### src/rtl/data_bus_pkg.sv
// Shared definitions for the DMA controller: register byte offsets and their
// decoded word indices, CTRL/STATUS bit positions, and the transfer FSM states.
package data_bus_pkg;

  // Register byte offsets inside the 32-byte DMA window.
  localparam logic [4:0] CtrlOff   = 5'h00;
  localparam logic [4:0] StatusOff = 5'h04;
  localparam logic [4:0] SrcOff    = 5'h08;
  localparam logic [4:0] DstOff    = 5'h0C;
  localparam logic [4:0] LenOff    = 5'h10;

  // Word indices as seen on address bits [4:2].
  localparam logic [2:0] CtrlIdx   = CtrlOff[4:2];
  localparam logic [2:0] StatusIdx = StatusOff[4:2];
  localparam logic [2:0] SrcIdx    = SrcOff[4:2];
  localparam logic [2:0] DstIdx    = DstOff[4:2];
  localparam logic [2:0] LenIdx    = LenOff[4:2];

  // CTRL / STATUS bit positions.
  localparam int unsigned CtrlStartBit  = 0;
  localparam int unsigned CtrlIrqEnBit  = 1;
  localparam int unsigned StatusBusyBit = 0;
  localparam int unsigned StatusDoneBit = 1;

  typedef enum logic [2:0] {
    StIdle,
    StRdReq,
    StRdWait,
    StWrReq,
    StWrWait,
    StFin
  } dma_state_e;

endpackage

### src/rtl/dma_ctrl_if.sv
// Simple request/grant bus with a one-beat response.
//   req/we/addr/wdata : request channel, driven by the master
//   gnt/rvalid/rdata  : response channel, driven by the slave
// The DMA uses one instance as its register slave port and one as its
// memory master port.
interface dma_ctrl_if #(
  parameter int unsigned ADDR_W = 32,
  parameter int unsigned DATA_W = 32
);
  logic              req;
  logic              we;
  logic [ADDR_W-1:0] addr;
  logic [DATA_W-1:0] wdata;
  logic              gnt;
  logic              rvalid;
  logic [DATA_W-1:0] rdata;

  modport master (
    output req, we, addr, wdata,
    input  gnt, rvalid, rdata
  );

  modport slave (
    input  req, we, addr, wdata,
    output gnt, rvalid, rdata
  );
endinterface

### src/rtl/dma_regs.sv
// DMA slave register file.
//   clk, rst_n : clock, asynchronous active-low reset
//   slv        : register access port (grant = request, response one cycle later)
//   busy       : transfer in progress (from the FSM); locks SRC/DST/LEN/START
//   done_set   : FSM completion pulse; sets DONE
//   launch     : START accepted with a non-zero length
//   src/dst/len: architectural transfer parameters
//   irq        : registered DONE & IRQ_EN
module dma_regs
  import data_bus_pkg::*;
#(
  parameter int unsigned DATA_W = 32,
  parameter int unsigned ADDR_W = 32,
  parameter int unsigned LEN_W  = 16
) (
  input  logic              clk,
  input  logic              rst_n,
  dma_ctrl_if.slave         slv,
  input  logic              busy,
  input  logic              done_set,
  output logic              launch,
  output logic [ADDR_W-1:0] src,
  output logic [ADDR_W-1:0] dst,
  output logic [LEN_W-1:0]  len,
  output logic              irq
);

  localparam logic [ADDR_W-1:0] AlignMask = ~ADDR_W'(3);

  logic [ADDR_W-1:0] src_q, src_d, dst_q, dst_d;
  logic [LEN_W-1:0]  len_q, len_d;
  logic              irq_en_q, irq_en_d, done_q, done_d, irq_q, irq_d;
  logic              rvalid_q;
  logic [DATA_W-1:0] rdata_q, rdata_d;
  logic              wr, start_wr;
  logic [2:0]        idx;

  logic unused_addr;
  assign unused_addr = ^{slv.addr[ADDR_W-1:5], slv.addr[1:0]};

  always_comb begin
    src_d    = src_q;
    dst_d    = dst_q;
    len_d    = len_q;
    irq_en_d = irq_en_q;
    done_d   = done_q;
    rdata_d  = '0;
    idx      = slv.addr[4:2];
    wr       = slv.req & slv.we;
    start_wr = wr && (idx == CtrlIdx) && slv.wdata[CtrlStartBit] && !busy;

    if (wr) begin
      case (idx)
        CtrlIdx:   irq_en_d = slv.wdata[CtrlIrqEnBit];
        StatusIdx: if (slv.wdata[StatusDoneBit]) done_d = 1'b0;
        SrcIdx:    if (!busy) src_d = ADDR_W'(slv.wdata) & AlignMask;
        DstIdx:    if (!busy) dst_d = ADDR_W'(slv.wdata) & AlignMask;
        LenIdx:    if (!busy) len_d = LEN_W'(slv.wdata);
        default:   ;
      endcase
    end

    launch = start_wr && (len_q != '0);
    // Set after clear so completion wins over a coincident W1C.
    if (done_set || (start_wr && (len_q == '0))) done_d = 1'b1;

    if (slv.req && !slv.we) begin
      case (idx)
        CtrlIdx:   rdata_d[CtrlIrqEnBit] = irq_en_q;
        StatusIdx: begin
          rdata_d[StatusBusyBit] = busy;
          rdata_d[StatusDoneBit] = done_q;
        end
        SrcIdx:    rdata_d = DATA_W'(src_q);
        DstIdx:    rdata_d = DATA_W'(dst_q);
        LenIdx:    rdata_d = DATA_W'(len_q);
        default:   rdata_d = '0;
      endcase
    end

    irq_d = done_d & irq_en_d;
  end

  always_ff @(posedge clk or negedge rst_n) begin
    if (!rst_n) begin
      src_q    <= '0;
      dst_q    <= '0;
      len_q    <= '0;
      irq_en_q <= 1'b0;
      done_q   <= 1'b0;
      irq_q    <= 1'b0;
      rvalid_q <= 1'b0;
      rdata_q  <= '0;
    end else begin
      src_q    <= src_d;
      dst_q    <= dst_d;
      len_q    <= len_d;
      irq_en_q <= irq_en_d;
      done_q   <= done_d;
      irq_q    <= irq_d;
      rvalid_q <= slv.req;
      rdata_q  <= rdata_d;
    end
  end

  assign slv.gnt    = slv.req;
  assign slv.rvalid = rvalid_q;
  assign slv.rdata  = rdata_q;
  assign src        = src_q;
  assign dst        = dst_q;
  assign len        = len_q;
  assign irq        = irq_q;

endmodule

### src/rtl/dma_ctrl.sv
// Single-channel word-copy DMA: reads a word from cur_src, writes it to cur_dst,
// repeats LEN times, then raises DONE.
//   clk, rst_n : clock, asynchronous active-low reset
//   slv        : register slave port (see dma_regs)
//   mst        : memory master port, one outstanding access at a time
//   irq        : level completion interrupt
module dma_ctrl
  import data_bus_pkg::*;
#(
  parameter int unsigned DATA_W = 32,
  parameter int unsigned ADDR_W = 32,
  parameter int unsigned LEN_W  = 16
) (
  input  logic       clk,
  input  logic       rst_n,
  dma_ctrl_if.slave  slv,
  dma_ctrl_if.master mst,
  output logic       irq
);

  dma_state_e        state_q, state_d;
  logic [ADDR_W-1:0] cur_src_q, cur_src_d, cur_dst_q, cur_dst_d;
  logic [LEN_W-1:0]  remaining_q, remaining_d;
  logic [DATA_W-1:0] buf_q, buf_d;
  logic              busy, done_set, launch;
  logic [ADDR_W-1:0] src, dst;
  logic [LEN_W-1:0]  len;

  dma_regs #(
    .DATA_W (DATA_W),
    .ADDR_W (ADDR_W),
    .LEN_W  (LEN_W)
  ) u_regs (
    .clk      (clk),
    .rst_n    (rst_n),
    .slv      (slv),
    .busy     (busy),
    .done_set (done_set),
    .launch   (launch),
    .src      (src),
    .dst      (dst),
    .len      (len),
    .irq      (irq)
  );

  // FIN still counts as busy; BUSY drops on the edge that leaves FIN.
  assign busy = (state_q != StIdle);

  always_comb begin
    state_d     = state_q;
    cur_src_d   = cur_src_q;
    cur_dst_d   = cur_dst_q;
    remaining_d = remaining_q;
    buf_d       = buf_q;
    done_set    = 1'b0;
    mst.req     = 1'b0;
    mst.we      = 1'b0;
    mst.addr    = '0;
    mst.wdata   = buf_q;

    case (state_q)
      StIdle: begin
        if (launch) begin
          cur_src_d   = src;
          cur_dst_d   = dst;
          remaining_d = len;
          state_d     = StRdReq;
        end
      end
      StRdReq: begin
        mst.req  = 1'b1;
        mst.addr = cur_src_q;
        if (mst.gnt) state_d = StRdWait;
      end
      StRdWait: begin
        if (mst.rvalid) begin
          buf_d   = mst.rdata;
          state_d = StWrReq;
        end
      end
      StWrReq: begin
        mst.req  = 1'b1;
        mst.we   = 1'b1;
        mst.addr = cur_dst_q;
        if (mst.gnt) state_d = StWrWait;
      end
      StWrWait: begin
        if (mst.rvalid) begin
          cur_src_d   = cur_src_q + ADDR_W'(4);
          cur_dst_d   = cur_dst_q + ADDR_W'(4);
          remaining_d = remaining_q - LEN_W'(1);
          state_d     = (remaining_q == LEN_W'(1)) ? StFin : StRdReq;
        end
      end
      StFin: begin
        done_set = 1'b1;
        state_d  = StIdle;
      end
      default: state_d = StIdle;
    endcase
  end

  always_ff @(posedge clk or negedge rst_n) begin
    if (!rst_n) begin
      state_q     <= StIdle;
      cur_src_q   <= '0;
      cur_dst_q   <= '0;
      remaining_q <= '0;
      buf_q       <= '0;
    end else begin
      state_q     <= state_d;
      cur_src_q   <= cur_src_d;
      cur_dst_q   <= cur_dst_d;
      remaining_q <= remaining_d;
      buf_q       <= buf_d;
    end
  end

endmodule
### src/flat_wrapper.sv
// flat-port wrapper written by rule: the top's interface ports become plain ports
module dma_ctrl_flat import data_bus_pkg::*;
#(
  parameter int unsigned DATA_W = 32,
  parameter int unsigned ADDR_W = 32,
  parameter int unsigned LEN_W  = 16
)
  (clk, rst_n, irq, slv_req, slv_we, slv_addr, slv_wdata, slv_gnt, slv_rvalid, slv_rdata, mst_req, mst_we, mst_addr, mst_wdata, mst_gnt, mst_rvalid, mst_rdata);
  dma_ctrl_if #(.ADDR_W(ADDR_W), .DATA_W(DATA_W)) slv_i ();
  dma_ctrl_if #(.ADDR_W(ADDR_W), .DATA_W(DATA_W)) mst_i ();
  input  logic clk;
  input  logic rst_n;
  output logic irq;
  input wire logic [$bits(slv_i.req)-1:0] slv_req;
  input wire logic [$bits(slv_i.we)-1:0] slv_we;
  input wire logic [$bits(slv_i.addr)-1:0] slv_addr;
  input wire logic [$bits(slv_i.wdata)-1:0] slv_wdata;
  output wire logic [$bits(slv_i.gnt)-1:0] slv_gnt;
  output wire logic [$bits(slv_i.rvalid)-1:0] slv_rvalid;
  output wire logic [$bits(slv_i.rdata)-1:0] slv_rdata;
  output wire logic [$bits(mst_i.req)-1:0] mst_req;
  output wire logic [$bits(mst_i.we)-1:0] mst_we;
  output wire logic [$bits(mst_i.addr)-1:0] mst_addr;
  output wire logic [$bits(mst_i.wdata)-1:0] mst_wdata;
  input wire logic [$bits(mst_i.gnt)-1:0] mst_gnt;
  input wire logic [$bits(mst_i.rvalid)-1:0] mst_rvalid;
  input wire logic [$bits(mst_i.rdata)-1:0] mst_rdata;
  assign slv_i.req = slv_req;
  assign slv_i.we = slv_we;
  assign slv_i.addr = slv_addr;
  assign slv_i.wdata = slv_wdata;
  assign slv_gnt = slv_i.gnt;
  assign slv_rvalid = slv_i.rvalid;
  assign slv_rdata = slv_i.rdata;
  assign mst_req = mst_i.req;
  assign mst_we = mst_i.we;
  assign mst_addr = mst_i.addr;
  assign mst_wdata = mst_i.wdata;
  assign mst_i.gnt = mst_gnt;
  assign mst_i.rvalid = mst_rvalid;
  assign mst_i.rdata = mst_rdata;
  dma_ctrl #(.DATA_W(DATA_W), .ADDR_W(ADDR_W), .LEN_W(LEN_W)) u_core (.clk(clk), .rst_n(rst_n), .slv(slv_i), .mst(mst_i), .irq(irq));
endmodule
### config.mk
export PLATFORM = sky130hd
export DESIGN_NAME = dma_ctrl_flat
export DESIGN_NICKNAME = d
export VERILOG_FILES = /design/src/rtl/data_bus_pkg.sv /design/src/rtl/dma_ctrl_if.sv /design/src/rtl/dma_regs.sv /design/src/rtl/dma_ctrl.sv /design/src/flat_wrapper.sv
export SDC_FILE = /design/constraint.sdc
export NUM_CORES = 1
export LEC_CHECK = 0
export CAP_MARGIN = 10
export CORE_MARGIN = 3
export CORE_UTILIZATION = 57
export DETAILED_ROUTE_END_ITERATION = 16
export PLACE_DENSITY = 0.86
export SLEW_MARGIN = 20
export SYNTH_ARGS = -nofsm -noshare
export SYNTH_HDL_FRONTEND = slang
export SYNTH_SLANG_ARGS = --single-unit
### constraint.sdc
create_clock -name clk -period 4.2 [get_ports clk]
set_input_delay 0.84 -clock clk [delete_from_list [all_inputs] [get_ports clk]]
set_output_delay 0.84 -clock clk [all_outputs]
set_load 0.02 [all_outputs]
* After elaboration in Yosys (flattened, before gate mapping)
Cells that the tools add are included.
** Storage, ports and cells
- Register bits :: 227
- Bits of input ports :: 102
- Output and inout port bits :: 101
- Logic and storage cells :: 86
** Cells by class
- Add/subtract/negate cells :: 3
- Equality and inequality tests :: 15
- Muxes and demuxes :: 30
- Bitwise logic cells :: 3
- Reduce and logical (&&, ||, !) cells :: 22
** Operators by type and width (number)
- 32-bit case mux with 2 select lines :: 3
- 32-bit 2-to-1 mux :: 5
- 30-bit case mux with 3 select lines :: 1
- 32-bit by 3-bit adder with 32-bit output (second input constant) :: 2
- 16-bit 2-to-1 mux :: 2
- 16-bit case mux with 2 select lines :: 1
- 3-bit 2-to-1 mux :: 6
- 16-bit by 1-bit equality test with 1-bit output (second input constant) :: 1
- 16-bit zero test :: 1
- 16-bit nonzero test :: 1
- 16-bit by 1-bit subtractor with 16-bit output (second input constant) :: 1
- 3-bit case mux with 5 select lines :: 1
- 3-bit by 2-bit equality test with 1-bit output (second input constant) :: 4
- 3-bit AND reduction :: 4
- 3-bit equality test (second input constant) :: 3
- 1-bit 2-to-1 mux :: 9
- 2-bit inequality test (second input constant) :: 4
- 3-bit by 1-bit equality test with 1-bit output (second input constant) :: 2
- 1-bit logical AND :: 6
- 3-bit zero test :: 2
- 5-bit AND reduction :: 1
- 1-bit case mux with 3 select lines :: 1
- 3-bit nonzero test :: 1
- 1-bit AND :: 2
- 8 further kinds :: 9

* Logic depth before layout (Yosys ltp)
Gate-level depths: netlist of the first run.
- Depth in word-level cells :: 8
- Depth in mapped cells :: 8
- Depth with buffers taken out :: 7

* Hierarchy
A second synthesis of the first run with hierarchy kept.
** Unflattened totals
- Cell total of the unflattened synthesis :: 1104
- Area, all modules :: 11303.3 um^2
** Modules (own cells, without submodules)
- dma_ctrl :: instances 1, cells an instance 783, area each 6750.2 um^2, sequential area each 2877.8 um^2
- dma_regs :: instances 1, cells an instance 321, area each 4553.1 um^2, sequential area each 2802.7 um^2

* Worst setup path before layout of the first run
OpenSTA, ideal clock, no wires.
- Path kind :: input port to flip-flop
- From :: input port slv_addr[4]
- To :: register u_core.u_regs.dst_q[10], in the netlist u_core.u_regs.dst[10]
- Library setup time :: 125 ps
- Arrival :: 2122 ps
- Required time :: 4075 ps
- Setup slack :: 1953 ps
- Stages :: 8
- Path buffers :: 4
- Cells stage by stage :: buf_2 nor2b_1 buf_2 and2_1 clkbuf_2 nand4_1 buf_2 mux2_2
** On the way
- Word-level cells in the longest chain between the ends :: 2
** Ends and longest elaborated chain
- start: declaration :: RTL line flat_wrapper.sv:16 : input wire logic [$bits(slv_i.addr)-1:0] slv_addr;
- 3-bit by 2-bit equality test with 1-bit output :: RTL line dma_regs.sv:53 : case (idx)
- 3-bit AND reduction (no source line)
- end signal: assignment :: RTL line dma_regs.sv:96 : dst_q <= dst_d;
- end: declaration :: RTL line dma_regs.sv:30 : logic [ADDR_W-1:0] src_q, src_d, dst_q, dst_d;
No other way between the ends.
A chain may end at the register's enable or synchronous reset.

* Worst setup path in the final report of the first run
- From :: register u_core.state_q[1]
- To :: output port mst_we
** On the way
- Word-level cells in the longest chain between the ends :: 2
** Ends and longest elaborated chain
- start: declaration :: RTL line dma_ctrl.sv:21 : dma_state_e state_q, state_d;
- start signal: assignment :: RTL line dma_ctrl.sv:105 : state_q <= StIdle;
- start signal: assignment :: RTL line dma_ctrl.sv:111 : state_q <= state_d;
- 3-bit by 2-bit equality test with 1-bit output :: RTL line dma_ctrl.sv:61 : case (state_q)
- 1-bit 2-to-1 mux :: RTL line dma_ctrl.sv:61
- end: declaration :: RTL line flat_wrapper.sv:22 : output wire logic [$bits(mst_i.we)-1:0] mst_we;
No other way between the ends.

==> results.ini, run 1 <==
[clock_network]
cts_made_buffers = 24
cts_setup_buffers = 0
cts_max_level = 1
cts_resized = 0
cts.path.max_buffers = 3
clock_latency_ns = 0.52
cts_tree = yes
clk_pin_slew_ns = 0.06
hold_buffers = 0
cts_root_buffer = clkbuf_16
clock-sinks = 223

[synthesis]
synthTopCellsByCount = dfrtp_1 (223), nor2_1 (126), mux2_2 (105), a21oi_1 (90)
syn-cell-area_sq_mm = 0.0112
synth_cell_types = 67
synth.ff_latch_count = 223
synth_compound_area_frac = 0.149
yosys_warnings = 0
synthArstFlopShare = 1.00
ys_seq_area_frac = 0.499
synth.most_common_cell = dfrtp_1
synth-xor-area-share = 0.000783
netlist.area_leader.share = 0.499
synthesis.instances = 1092
ys.flop_type = dfrtp_1
synthTopCellsByArea = dfrtp_1 (50%), mux2_2 (11%), mux2i_1 (4.6%)
synth_largest_area_cell = dfrtp_1
synthSimpleGateAreaFrac = 0.154
syn_avg_cell_area_sq_um = 10.2
synthMuxAreaShare = 0.155
synth_fa_ha_area_frac = 0.00447
synth_top_family_by_area = multiplexers
synth-edff-count = 0

[critical_path]
endpoint_kind = primary output
crit_buf_inv = 2
reg2reg_setup_slack_ns = 1.42
r2r-start = u_core.state_q[1]
r2r-end = u_core.remaining_q[8]
cpMaxStageDelayCell = dfrtp_2
cp_slowest_stage_delay_ns = 1.07
arrival_ns = 2.76
critPathRequiredTime_ns = 3.36
cpLargestDelayFamily = flip-flops
start_kind = flip-flop
cp_max_fo = 35
reg2regPathDepth = 6
cp_num_cells = 3
crit_type = flip-flop to primary output
cp_cell_sequence = inv_1 > nor2_1 > clkdlybuf4s50_1

[final_layout]
syn_to_final_growth_pct = 24.4
diodes = 0
nNetsFinal = 1339
final_cells = 1510
layout-drive-gt1-share = 0.153
fillers = 1312

[die]
ios = 203
rows = 50
die_x_um = 146
start_util = 0.588
design.die.area_sq_mm = 0.0214
coreArea_sq_mm = 0.0190
die_h_um = 146

[grt]
grt_pass1_wl_mm = 51.3
overflow = 0
gr-usage-met2 = 0.486
grt_max_degree = 111
first_global_vias = 9810
groute.usage.overall = 0.290
antenna_found_initial = 0
top_usage_layer = met2
grtUsageMet3 = 0.0596
use_met1 = 0.370

[placed_design]
portBuffers = 171
dp_cells = 1467
dp_hpwl_mm = 21.9
gp_congestion = 0.957

[timing]
setup_viol = 0
fin_skew_ns = 0.0145
worst_pin_slew_ns = 1.09
clock.fmax_mhz = 278
slew_headroom = 0.275
rsz0062_at_grt = no
slew_violations = 0
fin_crit_ns = 3.60
timing.final.crit_share = 0.858
hold_violations = 0
finalSetupTns_ns = 0

[routing]
drt_first_pass_iters = 6
drc_errors = 0
num_vias = 9624
wl_mm = 31.7
detail-route-antenna-nets = 0
routed_via_density = 6.37
wl_per_cell_um = 21.0
drt_iter0_drc = 1111

[power]
powerDensity_mw_per_mm2 = 669
p_total_w = 0.00931
ir_worst_vdd_uv = 516
p_leak_nw = 5.79

[run_status]
status = completed

[min_path]
hold_path_class = input port to async pin

[job]
max_cap_violations = 0

## worst reg2reg max path, delay by kind of cell, from the launching register on
kind                   cells  cell delay (ns)
DFF                        1             0.78
and+or+nand+nor            2             0.87
AOI/OAI and AO/OA          3             0.66
buffers and inverters      1             0.34
## per-layer routing
metal | share of wire | vias up | wire length (um)
met4 | 0.037 | 0 | 1190
met2 | 0.49 | 478 | 15400
met5 | 0 | - | 0
met3 | 0.086 | 95 | 2720
li1 | - | 4309 | -
met1 | 0.39 | 4742 | 12400
## worst max path at each step
stage                           start                     to  slack [ns]
finish              u_core.state_q[1]                 mst_we        0.60
global route        u_core.state_q[1]                 mst_we        0.47
CTS                 u_core.state_q[1]                 mst_we        0.58
detailed placement        slv_addr[3]  u_core.u_regs.dst[17]        0.85
global placement          slv_addr[3]  u_core.u_regs.dst[17]        0.90
floorplan                 slv_addr[4]  u_core.u_regs.dst[10]        1.95
## area by class of cell
cell class	count	area, sq um	area share
clock buffer	37	751	0.0539
clock inverter	6	67.6	0.00485
inverter	12	45.0	0.00323
multi-input combinational	775	5230	0.375
sequential	223	5580	0.401
tap	260	325	0.0234
timing repair buffer	197	1930	0.139
## through the flow
| stage | hold slack (ns) | cell area (sq um) | utilization | setup WS [ns] |
|---|---|---|---|---|
| 2_1_floorplan | 0.458 | 11200 | - | 1.95 |
| 3_3_place_gp | 0.471 | 13100 | 0.689 | 0.897 |
| 3_5_place_dp | 0.478 | 13100 | 0.689 | 0.852 |
| 4_1_cts | 0.371 | 13900 | 0.732 | 0.580 |
| 5_1_grt | 0.379 | 13900 | 0.732 | 0.472 |
| 6_report | 0.315 | 13900 | 0.732 | 0.598 |
## registers in the layout (all words and copies together) (netlist names)
name and flops:
u_core.u_regs.src 30, u_core.u_regs.irq_en_q 1, u_core.cur_src_q 30, u_core.state_q 3
u_core.remaining_q 16, u_core.u_regs.irq 1, u_core.u_regs.slv.rvalid 1, u_core.u_regs.slv.rdata 32
u_core.u_regs.len 16, u_core.mst.wdata 32, u_core.u_regs.dst 30, u_core.cur_dst_q 30
u_core.u_regs.done_q 1
## logic make-up (layout without fill, tap and decap cells)
family                     after synthesis  in the layout
adders and majority gates                4              4
buffers and inverters                   95            252
muxes                                  160            160
xor gates and xnor gates                 1              1
DFF                                    223            223
and+or+nand+nor                        345            345
other                                    1              2
AOI/OAI and AO/OA                      263            263
## where the power goes
part | switching, W | internal, W | total (W)
Sequential | 0.00103 | 0.00296 | 0.00398
Clock | 0.000867 | 0.00129 | 0.00216
Combinational | 0.00157 | 0.00160 | 0.00317
Total | 0.00346 | 0.00585 | 0.00931
## placed cells by master (no fill, tap or decap), types with 3 or more instances in the layout
cell and count:
o2bb2ai_1 9, a22oi_1 22, clkdlybuf4s50_1 169, buf_4 24, ha_1 4, mux2_1 4, o2bb2a_1 4, inv_1 12
dfrtp_1 222, o22a_1 11, nand2b_1 4, nor2b_1 3, o22ai_1 19, nor4_1 10, nand4_1 30, mux2_2 105
or3_1 4, and3_1 14, mux2i_1 51, nor3_1 32, and4_1 10, o21ai_0 51, a21oi_1 90, a32oi_1 4
clkbuf_8 8, o41ai_1 3, a211oi_1 3, o32ai_1 5, nand2_1 51, a31oi_1 11, and2_1 11, a2bb2oi_1 6
clkbuf_1 4, nor2_1 126, clkbuf_16 25, nand3_1 32
Power figures use the tool's default switching activity.
==> run 2: changes to the inputs <==
--- a/config.mk
+++ b/config.mk
@@ -8,6 +8,7 @@
 export CAP_MARGIN = 10
 export CORE_MARGIN = 3
 export CORE_UTILIZATION = 57
+export CTS_BUF_LIST = sky130_fd_sc_hd__clkbuf_16
 export DETAILED_ROUTE_END_ITERATION = 16
 export PLACE_DENSITY = 0.86
 export SLEW_MARGIN = 20
==> constraint.sdc (replaced) <==
create_clock -name clk -period 4.2 [get_ports clk]
set_input_delay 0.84 -clock clk [delete_from_list [all_inputs] [get_ports clk]]
set_output_delay 0.84 -clock clk [all_outputs]
set_load 0.1 [all_outputs]
==> run 2 against run 1 <==
  * Critical path depth unchanged
  * First-iteration DRC count up 2.3%
  * Sequential power about the same
  * Maximum frequency up 10%
  * Largest cell class unchanged
==> results.ini, run 2 (synthesized netlist as in run 1, its figures left out) <==
[power]
switching_share = 0.477  ; was 0.372
clockPowerShare = 0.184  ; was 0.232
ir_worst_vdd_uv = 811  ; was 516 uV
p_int_w = 0.00564  ; was 0.00585 W
p_sw_w = 0.00515  ; was 0.00346 W
p_seq_frac = 0.367  ; was 0.428
p_comb_frac = 0.449  ; was 0.340
p_leak_nw = 5.82  ; was 5.79 nW
powerDensity_mw_per_mm2 = 785  ; was 669 mW/mm^2

[die]
die_x_um = 146  ; unchanged
design.die.area_sq_mm = 0.0214  ; unchanged
coreArea_sq_mm = 0.0190  ; unchanged
start_util = 0.588  ; unchanged
die_h_um = 146  ; unchanged
rows = 50  ; unchanged
ios = 203  ; unchanged

[placed_design]
dpl_cell_area_sq_mm = 0.0130  ; was 0.0131 sq mm
dp_hpwl_mm = 21.7  ; was 21.9 mm
gp_congestion = 0.930  ; was 0.957
portBuffers = 171  ; unchanged

[critical_path]
arrival_ns = 2.44  ; was 2.76 ns
critPathRequiredTime_ns = 3.36  ; about the same
cp_cell_sequence = inv_1 > nor2_1 > buf_4  ; was inv_1 > nor2_1 > clkdlybuf4s50_1
cp_max_fo = 35  ; unchanged
start_kind = flip-flop  ; unchanged
crit_type = flip-flop to primary output  ; unchanged
reg2regPathDepth = 6  ; unchanged
reg2reg_setup_slack_ns = 1.30  ; was 1.42 ns
cp_slowest_stage_delay_ns = 1.06  ; was 1.07 ns
endpoint_kind = primary output  ; unchanged
r2r-start = u_core.state_q[1]  ; unchanged
cpMaxStageDelayCell = dfrtp_2  ; unchanged
r2r-end = u_core.cur_src_q[13]  ; was u_core.remaining_q[8]

[grt]
overflow = 0  ; unchanged
grt_pass1_wl_mm = 50.9  ; was 51.3 mm
first_global_vias = 9704  ; was 9,810
groute.usage.overall = 0.289  ; was 0.290
antenna_found_initial = 0  ; unchanged
grt_max_degree = 129  ; was 111

[routing]
drt_first_pass_iters = 6  ; unchanged
detail-route-antenna-nets = 0  ; unchanged
drc_errors = 0  ; unchanged
drt_iter0_drc = 1136  ; was 1,111
routed_via_density = 6.41  ; was 6.37
num_vias = 9673  ; was 9,624
wl_per_cell_um = 20.9  ; was 21.0 um
wl_mm = 31.5  ; was 31.7 mm

[final_layout]
layout-drive-gt1-share = 0.172  ; was 0.153
seqCellArea_sq_mm = 0.00558  ; unchanged
syn_to_final_growth_pct = 22.9  ; was 24.4%
diodes = 0  ; unchanged
final_area_sq_mm = 0.0138  ; was 0.0139 sq mm
most-common-layout-cells = dfrtp_1 (222), clkdlybuf4s50_1 (136), nor2_1 (126), mux2_2 (105), a21oi_1 (90)  ; was dfrtp_1 (222), clkdlybuf4s50_1 (169), nor2_1 (126), mux2_2 (105), a21oi_1 (90)
layout_commonest_cell = dfrtp_1  ; unchanged
nNetsFinal = 1338  ; was 1,339
multi_input_area_sq_mm = 0.00523  ; unchanged
fillers = 1354  ; was 1,312

[timing]
rsz0062_at_grt = no  ; unchanged
finalSetupTns_ns = 0  ; unchanged
timing.final.crit_share = 0.780  ; was 0.858
slew_headroom = 0.278  ; was 0.275
fin_skew_ns = 0.00975  ; was 0.0145 ns
setup_viol = 0  ; unchanged
clock.fmax_mhz = 305  ; was 278 MHz
hold_violations = 0  ; unchanged
fin_crit_ns = 3.28  ; was 3.60 ns
worst_pin_slew_ns = 1.08  ; was 1.09 ns
slew_violations = 0  ; unchanged

[clock_network]
hold_buffers = 0  ; unchanged
cts.path.max_buffers = 3  ; unchanged
clk_pin_slew_ns = 0.06  ; about the same
clock_latency_ns = 0.51  ; was 0.52 ns
cts_setup_buffers = 0  ; unchanged
cts_max_level = 1  ; unchanged
cts_made_buffers = 24  ; unchanged
cts_root_buffer = clkbuf_16  ; unchanged
cts_resized = 0  ; unchanged
clock-sinks = 223  ; unchanged
cts_tree = yes  ; unchanged

[job]
max_cap_violations = 0  ; unchanged

[run_status]
status = completed  ; unchanged

[min_path]
hold_path_class = input port to async pin  ; unchanged

==> run 2: cell type report <==
class | count | area share
Clock buffer | 25 | 0.0455
Timing Repair Buffer | 196 | 0.135
Inverter | 12 | 0.00327
Sequential cell | 223 | 0.406
Multi-Input combinational cell | 775 | 0.380
Clock inverter | 17 | 0.00719
Tap cell | 260 | 0.0236
==> run 2: critical path: cells and delay by family (launching register included) <==
kind          cells  cell delay [ns]
buf+inv           2             0.61
flops             1             1.06
simple gates      1             0.24
==> run 2: layer usage <==
layer / up-vias / GRT usage / wire length, um
met5: - / 0 / 0
met4: 0 / 0.110 / 1060
met3: 71 / 0.0667 / 2850
met2: 519 / 0.479 / 15300
met1: 4759 / 0.371 / 12300
li1: 4324 / - / -
==> run 2: power by group through the flow <==
stage	Sequential, W	Clock [W]	Combinational, W
after floorplan	0.00479	0	0.00263
after global placement	0.00388	0	0.00471
after detailed placement	0.00394	0	0.00482
after CTS	0.00392	0.00201	0.00485
after global routing	0.00407	0.00210	0.00511
final	0.00396	0.00198	0.00485
==> run 2: stage by stage <==
| stage | util | hold WS, ns | setup slack [ns] | total power (W) | std cells |
|---|---|---|---|---|---|
| floorplan | - | 0.458 | 1.02 | 0.00742 | 1093 |
| global placement | 0.685 | 0.469 | 0.937 | 0.00859 | 1466 |
| detailed placement | 0.685 | 0.475 | 0.817 | 0.00876 | 1466 |
| CTS | 0.723 | 0.487 | 0.887 | 0.0108 | 1508 |
| global route | 0.723 | 0.504 | 0.799 | 0.0113 | 1508 |
| finish | 0.723 | 0.410 | 0.925 | 0.0108 | 1508 |
==> run 2: worst max-delay path by stage <==
stage | from | endpoint | slack, ns | cells after the start
floorplan | u_core.state_q[1] | mst_addr[10] | 1.02 | 4
global placement | slv_addr[3] | u_core.u_regs.dst[17] | 0.94 | 7
detailed placement | slv_addr[4] | u_core.u_regs.dst[20] | 0.82 | 7
CTS | u_core.state_q[1] | mst_we | 0.89 | 3
global route | u_core.state_q[1] | mst_we | 0.80 | 3
finish | u_core.state_q[1] | mst_we | 0.92 | 3
==> patch, RTL diff (settings of run 2) <==
Reset style: synchronous (`rst_n`), changed in 2 clocked blocks. Comments in the files are not updated.
--- a/src/rtl/dma_regs.sv
+++ b/src/rtl/dma_regs.sv
@@ -83,3 +83,3 @@
 
-  always_ff @(posedge clk or negedge rst_n) begin
+  always_ff @(posedge clk) begin
     if (!rst_n) begin
--- a/src/rtl/dma_ctrl.sv
+++ b/src/rtl/dma_ctrl.sv
@@ -102,3 +102,3 @@
 
-  always_ff @(posedge clk or negedge rst_n) begin
+  always_ff @(posedge clk) begin
     if (!rst_n) begin
Check against the original RTL: differs if rst_n is asserted again (counterexample within 4 cycles, from zero or initial values and one cycle with rst_n low); with rst_n held inactive, the same outputs for 4 cycles.
==> patch against run 2 <==
Register-to-register slack got worse by 0.07 ns; routed wire length grew 10%; synthesized area fell by 4.8%; maximum frequency down 1.3%; worst setup slack worse by 0.044 ns; synthesized cell count is 25% higher; cell area down 1.6%; sequential share of layout area down 7.6 points; clock skew rose by 0.014 ns; sequential cell count stayed put; hold slack better by 0.042 ns; largest cell class is now multi-input combinational cells.
Power is not compared: it rests on default switching activity, and its combinational part moved more than twofold at a synthesized area within 25%.
==> patch: results <==
group,metric,value,unit
drt,vias,11212,
finish,n_antenna_cell,0,
worst_setup_path,cp-startpoint,"slv_addr[3]",
clock_network,cts_max_level,1,
clock_network,cts_buffer_depth,3,
place,place_ws,0.428,ns
worst_setup_path,crit_path_max_fanout,27,
clock_network,cts_buffers,24,
worst_setup_path,reg2reg_from,"u_core.state_q[1]",
drt,wire_per_inst,20.0,um
logic_synthesis,seq_area_frac_synth,41.9,%
place,place_hpwl,23.5,mm
clock_network,cts_setup_buffers,0,
power,netSwitchingFraction,22.9,%
power,p_leak,4.59,nW
power,peakVddDrop,358,uV
drt,drc,0,
clock_network,cts.clk_slew.worst_paths,0.06,ns
global_routing,grt_pass1_wl,54.2,mm
place,placed_cell_area,12800,um2
worst_setup_path,worst_r2r_path_depth,6,
logic_synthesis,synthFlopType,"dfxtp_1",
finish,nets,1595,
logic_synthesis,synthArstFlopShare,0,%
drt,drtPass1Iterations,6,
finish,fill_cells,1312,
clock_network,cts_resized,0,
global_routing,grt_max_degree,66,
logic_synthesis,synth_commonest_cells,"261 x nand2_1, 223 x dfxtp_1, 174 x a21oi_1, 136 x nor2_1, 88 x clkbuf_1",
timing,tightest_slew,1.02,ns
logic_synthesis,synth.area.top_cells,"dfxtp_1 42%, nand2_1 9.2%, a21oi_1 8.2%, nor2_1 4.8%, mux2i_1 4.6%",
hold_path,min_path_type,"reg2reg",
place,portBuffers,171,
global_routing,track_usage,32.6,%
global_routing,antenna_found_initial,0,
hold_path,hp-start,"u_core.mst.wdata[1]",
hold_path,holdPathStages,2,
place,place_congestion,0.960,
worst_setup_path,arrival,3.75,ns
clock_network,clock_latency,0.52,ns
status,status,"finished, final reports clean",
drt,drt_iter0_drc,1311,
global_routing,grt_pass1_vias,10357,
clock_network,cts-root-buf,"clkbuf_16",
timing,clock_skew,0.0233,ns
logic_synthesis,synth_cell_types,67,
finish,syn_to_final_growth,27.1,%
finish,drive_gt1_share,9.43,%
logic_synthesis,ys.warnings.count,0,
## patch: cell count changes in the layout (fill, tap and decap cells not counted), moves of 18 or more
cell     delta
a21oi_1    +83
a22o_1     +35
a22oi_1    -21
buf_12     +28
dfrtp_1   -222
dfxtp_1   +223
mux2_2    -105
nand2_1   +210
o22ai_1    -18
## patch: kinds of logic (layout without fill, tap and decap cells)
| kind of cell | count (synthesis) | in the layout | share of synthesized area [%] |
|---|---|---|---|
| simple gates | 568 | 568 | 24.0 |
| compound gates | 387 | 387 | 23.8 |
| flops | 223 | 223 | 41.9 |
| buf+inv | 126 | 269 | 4.86 |
| mux | 49 | 49 | 4.61 |
| fa+ha+maj | 4 | 4 | 0.470 |
| xor+xnor | 4 | 4 | 0.329 |
| other cells | 1 | 2 | 0.0352 |
## patch: path summary, 6_finish.rpt
path,end,slack (ns)
worst max-delay path,u_core.cur_dst_q[3],0.88
worst min-delay path,u_core.mst.wdata[1],0.45
worst max register to register,u_core.cur_dst_q[3],1.23
worst min register to register,u_core.mst.wdata[1],0.45
## patch: cell type report
| type | count | area share [%] |
|---|---|---|
| clock buffers | 25 | 4.62 |
| clock inverters | 18 | 0.702 |
| inverters | 19 | 0.545 |
| multi-input cells | 1014 | 42.2 |
| flip-flops and latches | 223 | 33.0 |
| well taps | 229 | 2.12 |
| repair buffers | 207 | 16.9 |
## patch: power by group through the flow
| stage | logic (mW) | registers, mW | clock network [mW] |
|---|---|---|---|
| 3_5_place_dp | 0.245 | 2.19 | 0 |
| 5_1_grt | 0.265 | 2.14 | 2.06 |
| 3_3_place_gp | 0.243 | 2.19 | 0 |
| 4_1_cts | 0.247 | 2.14 | 1.97 |
| 6_report | 0.253 | 2.14 | 1.96 |
| 2_1_floorplan | 0.118 | 2.19 | 0 |
## patch: metrics by stage
step                      instances  power, mW
final                          1735       4.36
after global routing           1735       4.46
after global placement         1692       2.43
after floorplan                1363       2.31
after detailed placement       1692       2.43
after CTS                      1735       4.36
## patch: worst max-delay path: stages
cell,delay (ns)
clkdlybuf4s50_1,0.55
or3b_2,0.56
or4_1,0.62
o21ai_4,0.42
buf_4,0.40
nor2_1,0.10
a311oi_2,0.24
## patch: per-layer routing
layer	track usage [%]	share of wire, %	vias up
li1	-	-	5131
met4	13.4	4.2	0
met1	42.4	38	5242
met2	51.4	46	705
met3	9.14	12	134
met5	0	0	-
